`src/rtl/mem_port_arbiter.sv`:
```
`default_nettype none
// ============================================================================
// Module   : mem_port_arbiter
// Purpose  : Shares one byte-wide, combinationally read memory between an
//            instruction-fetch port and a data-load port. Each granted
//            request reads four consecutive bytes starting at the request
//            address and assembles them big-endian into a 32-bit word. When
//            both ports request in the same idle cycle, the arbiter picks
//            them in round-robin order.
// Ports    : i_clk, i_rst_n         clock, asynchronous active-low reset
//            i_if_req/i_if_addr     fetch request and byte address
//            o_if_ack/o_if_instr    fetch completion pulse and word
//            i_ld_req/i_ld_addr     load request and byte address
//            o_ld_ack/o_ld_data     load completion pulse and word
//            o_mem_addr/i_mem_rdata shared memory byte address and read data
//            o_busy                 a transaction is in progress
// Revision : 1.0 - initial release
// ============================================================================
module mem_port_arbiter (
    input  logic        i_clk,
    input  logic        i_rst_n,
    input  logic        i_if_req,
    input  logic [31:0] i_if_addr,
    output logic        o_if_ack,
    output logic [31:0] o_if_instr,
    input  logic        i_ld_req,
    input  logic [31:0] i_ld_addr,
    output logic        o_ld_ack,
    output logic [31:0] o_ld_data,
    output logic [31:0] o_mem_addr,
    input  logic [7:0]  i_mem_rdata,
    output logic        o_busy
);

    localparam logic [1:0] c_IDLE     = 2'd0;
    localparam logic [1:0] c_READ     = 2'd1;
    localparam logic [1:0] c_DONE     = 2'd2;

    localparam logic       c_OWNER_IF = 1'b0;
    localparam logic       c_OWNER_LD = 1'b1;

    logic [1:0]  r_state;
    logic [1:0]  w_next_state;
    logic [1:0]  r_beat;
    logic [31:0] r_base;
    // Port of the current transaction. It keeps its value after the
    // transaction ends, so it also tells the arbiter which port was granted
    // last.
    logic        r_owner;
    // Bytes from beats 0..2. The beat-3 byte goes straight into the result
    // register, so the finished word is ready in the cycle after beat 3.
    logic [23:0] r_asm;
    logic [31:0] r_if_instr;
    logic [31:0] r_ld_data;

    logic        w_grant_valid;
    logic        w_grant_owner;
    logic [31:0] w_word;

    // If both ports request at once, grant the port that was not granted last.
    assign w_grant_valid = i_if_req | i_ld_req;
    assign w_grant_owner = (i_if_req && i_ld_req) ? ~r_owner
                         : (i_ld_req ? c_OWNER_LD : c_OWNER_IF);
    assign w_word        = {r_asm, i_mem_rdata};

    // ------------------------------------------------------------------
    // State and datapath registers
    // ------------------------------------------------------------------
    always_ff @(posedge i_clk or negedge i_rst_n) begin
        if (!i_rst_n) begin
            r_state    <= c_IDLE;
            r_beat     <= 2'd0;
            r_base     <= 32'd0;
            r_owner    <= c_OWNER_IF;
            r_asm      <= 24'd0;
            r_if_instr <= 32'd0;
            r_ld_data  <= 32'd0;
        end else begin
            r_state <= w_next_state;
            case (r_state)
                c_IDLE: begin
                    if (w_grant_valid) begin
                        r_owner <= w_grant_owner;
                        r_base  <= (w_grant_owner == c_OWNER_LD) ? i_ld_addr : i_if_addr;
                        r_beat  <= 2'd0;
                    end
                end
                c_READ: begin
                    case (r_beat)
                        2'd0:    r_asm[23:16] <= i_mem_rdata;
                        2'd1:    r_asm[15:8]  <= i_mem_rdata;
                        2'd2:    r_asm[7:0]   <= i_mem_rdata;
                        default: begin
                            if (r_owner == c_OWNER_LD) begin
                                r_ld_data <= w_word;
                            end else begin
                                r_if_instr <= w_word;
                            end
                        end
                    endcase
                    r_beat <= r_beat + 2'd1;
                end
                default: ;
            endcase
        end
    end

    // ------------------------------------------------------------------
    // Next-state logic
    // ------------------------------------------------------------------
    always_comb begin
        w_next_state = r_state;
        case (r_state)
            c_IDLE:  if (w_grant_valid) w_next_state = c_READ;
            c_READ:  if (r_beat == 2'd3) w_next_state = c_DONE;
            c_DONE:  w_next_state = c_IDLE;
            default: w_next_state = c_IDLE;
        endcase
    end

    // ------------------------------------------------------------------
    // Output logic
    // ------------------------------------------------------------------
    always_comb begin
        o_mem_addr = 32'd0;
        o_if_ack   = 1'b0;
        o_ld_ack   = 1'b0;
        o_busy     = 1'b0;
        case (r_state)
            c_READ: begin
                o_busy     = 1'b1;
                o_mem_addr = r_base + {30'd0, r_beat};
            end
            c_DONE: begin
                o_busy   = 1'b1;
                o_if_ack = (r_owner == c_OWNER_IF);
                o_ld_ack = (r_owner == c_OWNER_LD);
            end
            default: ;
        endcase
    end

    assign o_if_instr = r_if_instr;
    assign o_ld_data  = r_ld_data;

endmodule
`default_nettype wire

```
`config.mk`:
```
export PLATFORM = sky130hd
export DESIGN_NAME = mem_port_arbiter
export DESIGN_NICKNAME = d
export VERILOG_FILES = /design/src/rtl/mem_port_arbiter.sv
export SDC_FILE = /design/constraint.sdc
export NUM_CORES = 1
export LEC_CHECK = 0
export CORE_ASPECT_RATIO = 0.5
export CORE_UTILIZATION = 30
export CTS_CLUSTER_SIZE = 12
export DETAILED_ROUTE_END_ITERATION = 7
export PLACE_DENSITY = 0.58
export SETUP_SLACK_MARGIN = 0.02
export SYNTH_ARGS = -nofsm -noshare
export SYNTH_HDL_FRONTEND = slang
export SYNTH_SLANG_ARGS = --single-unit
```
`constraint.sdc`:
```
create_clock -name i_clk -period 4.1 [get_ports i_clk]
set_clock_uncertainty 0.05 [all_clocks]
set_input_delay 0.41 -clock i_clk [delete_from_list [all_inputs] [get_ports i_clk]]
set_output_delay 0.41 -clock i_clk [all_outputs]
set_load 0.02 [all_outputs]
```
==> impl_metrics.toml <==
[setup_path]
worstSetupStartpointType = "flop"
cp-end-kind = "primary output"
path_max_fanout = 15
required_ns = 3.64
worstSetupPathType = "flop to primary output"
worstPathArrival_ns = 3.29

[cts]
holdBufCountCts = 0
cts_buffer_depth = 2
post_cts.repair.setup_buffers = 0
cts.repair.resized = 0
clkTransAtPathRegs_ns = 0.06
h-tree-depth = 4
cts_tree = "yes"
cts_made_buffers = 17
clk_latency_ns = 0.40
cts.sinks = 125
root_buffer = "clkbuf_16"

[routing]
drt.antenna.violating_nets = 0
drt_iter0_markers = 105
wl_um = 14690
drcViolationCount = 0
vias = 4504
drt-pass1-iter-count = 4
via_per_inst = 4.741
wl_per_cell_um = 15.46

[global_routing]
track_usage_pct = 15.01
grt_remaining_overflow = 0
grt_start_max_net_pins = 100
grt_pass1_vias = 4509
grt_pass1_wl_um = 23690
antenna_found_initial = 0

[sta]
finalMaxSlewViolations = 0
tns_ns = 0
worst_pin_slew_ns = 0.9268
fmax_mhz = 267.0
max-slew-margin-rel_pct = 38.22
finalCriticalPeriod_ns = 3.746
holdWs_ns = 0.04436
setup_violations = 0
rsz0062_at_grt = "false"
period_share_pct = 91.36
hold_violations = 0

[power_and_ir_drop]
ir_drop_uv = 226.1
p_clk_share_pct = 19.8
p_seq_share_pct = 33.9
internal_power_w = 0.004238
netSwitchingFraction_pct = 38.20
p_comb_share_pct = 46.3
power_leakage_nw = 3.479
pwr_density_cell_mw_per_mm2 = 806.9
p_switching_w = 0.002620

[die]
fp.dieArea_mm2 = 0.02038
core-area_mm2 = 0.01887
ios = 175
die_h_um = 101.4
start_util_pct = 31.44
fp-row-count = 35
die_width_um = 200.9

[finish]
regArea_mm2 = 0.003128
final_nets = 764
antennaDiodeCount = 0
fillCellCount = 1823
multiInputGateArea_mm2 = 0.002690
area_growth_pct = 43.25
drive_gt1_share_pct = 19.39

[yosys]
yosysUniqueCellTypes = 41
yosysWarnings = 0
synth_top_cell_by_area = "dfrtp_1"
synth.area.top_cells = "dfrtp_1 53%, mux2_2 17%, mux2i_1 6.4%, o21ai_0 3.1%, nand2_1 3.1%"
synth_area_mm2 = 0.005933
synth_top_area_share_pct = 52.72
synth_fp_nets = 591
synth.avg_cell_area_um2 = 11.75
netlist_instances = 505
ys_seq_elements = 125
synth_seq_area_share_pct = 52.72

[placement]
globalplace.congestion = 0.7192
io_buffers = 174
dpl.hpwl_um = 10420

[run]
timing.max_cap.violations = 0

[min_path]
hp-class = "input pin to async pin"

[status]
status = "finished, final reports clean"
==> layout by cell type, fill, tap and decap left out, types with 2 or more instances in the layout <==
master,instances
clkbuf_16,17
buf_4,5
or2_2,2
clkinv_4,5
nor3_1,2
mux2_2,88
clkbuf_1,2
o21ai_0,37
clkinvlp_4,4
ha_1,9
mux2i_1,38
dfrtp_1,125
nand2_1,49
nand4_1,8
xnor2_1,8
or4_1,10
o21a_1,3
clkinv_2,2
xor2_1,3
nand3_1,10
a21oi_1,16
and2_1,4
and3_1,2
nor2_1,14
o31ai_1,10
clkdlybuf4s50_1,173
nor4_1,9
inv_1,9
and4_1,2
nand2b_1,7
==> area by class of cell <==
type | instances | area share, %
Clock buffer | 20 | 5.255
Multi-Input combinational cell | 345 | 31.65
Sequential cell | 125 | 36.80
Inverter | 10 | 0.4416
Timing Repair Buffer | 179 | 20.95
Tap cell | 259 | 3.813
Clock inverter | 12 | 1.089
==> metal layers <==
layer  up-vias  wire length [um]  global-route usage [%]
met5         -                 0                       0
met4         0               147                   4.169
met3        11               719                   4.569
met2       101              6994                   24.75
met1      2228              6826                   19.25
li1       2164                 -                       -
==> worst paths after layout <==
check                      startpoint        endpoint  slack, ns  cells past startpoint
hold / removal                i_rst_n       r_asm[22]       0.04                      1
hold reg to reg             r_base[0]       r_base[0]       0.44                      2
min in group i_clk          r_base[0]       r_base[0]       0.44                      2
setup reg to reg           r_state[1]    o_ld_data[5]       1.75                      4
setup / recovery            r_beat[0]  o_mem_addr[30]       0.35                      7
max in group asynchronous     i_rst_n  o_if_instr[14]       3.04                      2
==> synth_stat cells <==
| library cell | number |
|---|---|
| dfrtp_1 | 125 |
| mux2_2 | 88 |
| nand2_1 | 49 |
| mux2i_1 | 38 |
| o21ai_0 | 37 |
| clkbuf_1 | 17 |
| a21oi_1 | 16 |
| nor2_1 | 14 |
| nand3_1 | 11 |
| o31ai_1 | 10 |
| or4_1 | 10 |
| ha_1 | 9 |
| inv_1 | 9 |
| nor4_1 | 9 |
| nand4_1 | 8 |
| xnor2_1 | 8 |
| nand2b_1 | 7 |
| and2_1 | 4 |
| buf_1 | 4 |
| buf_2 | 3 |
| o21a_1 | 3 |
| xor2_1 | 3 |
| and3_1 | 2 |
| and4_1 | 2 |
| nor3_1 | 2 |
| or2_2 | 2 |
| a21boi_1 | 1 |
| a21o_1 | 1 |
| a31oi_1 | 1 |
| buf_6 | 1 |
| fa_1 | 1 |
| inv_2 | 1 |
| nand3b_1 | 1 |
| nand4_4 | 1 |
| nor2b_1 | 1 |
| o21ai_1 | 1 |
| o31a_1 | 1 |
| or3_1 | 1 |
| or3_2 | 1 |
| or3_4 | 1 |
| or4b_2 | 1 |
==> power groups by stage <==
stage / Combinational, W / Sequential [W] / Clock (W)
finish: 0.00318 / 0.00233 / 0.00136
floorplan: 0.00148 / 0.00261 / 0
detailed placement: 0.00322 / 0.00236 / 0
CTS: 0.00323 / 0.00234 / 0.00140
global placement: 0.00318 / 0.00233 / 0
global route: 0.00346 / 0.00243 / 0.00146
==> flip-flops by register name, indices dropped and copies added, names as in the netlist <==
name / flops
r_beat: 2
r_base: 32
r_state: 2
r_asm: 24
r_owner: 1
o_ld_data: 32
o_if_instr: 32
==> worst max-delay path, stage by stage (launching register included) <==
cell and delay, ns:
dfrtp_1 0.39, ha_1 0.24, fa_1 0.30, nand4_4 0.14, or3_4 0.52, or4_1 0.50, a21oi_1 0.17, clkdlybuf4s50_1 0.62
==> per-stage QoR <==
stage                     cell area [um^2]  setup WS, ns  instances  utilization (%)  power, W
after global routing                  8499        0.1802        950            45.03  0.007348
final                                 8499        0.3541        950            45.03  0.006858
after CTS                             8499        0.3143        950            45.03  0.006967
after global placement                7960        0.8416        918            42.17  0.005509
after floorplan                       5933         1.348        505                -  0.004089
after detailed placement              7960        0.7667        918            42.17  0.005574
==> cells by family after synthesis <==
kind of cell	count (synthesis)	synth area share, %
AND/OR/NAND/NOR	127	11.20
multiplexers	126	23.11
flip-flops	125	52.72
AO/OA/AOI/OAI	71	6.706
buffers and inverters	35	2.404
XOR/XNOR	11	1.624
adder cells (fa/ha/maj)	10	2.235
Power figures use the tool's default switching activity.
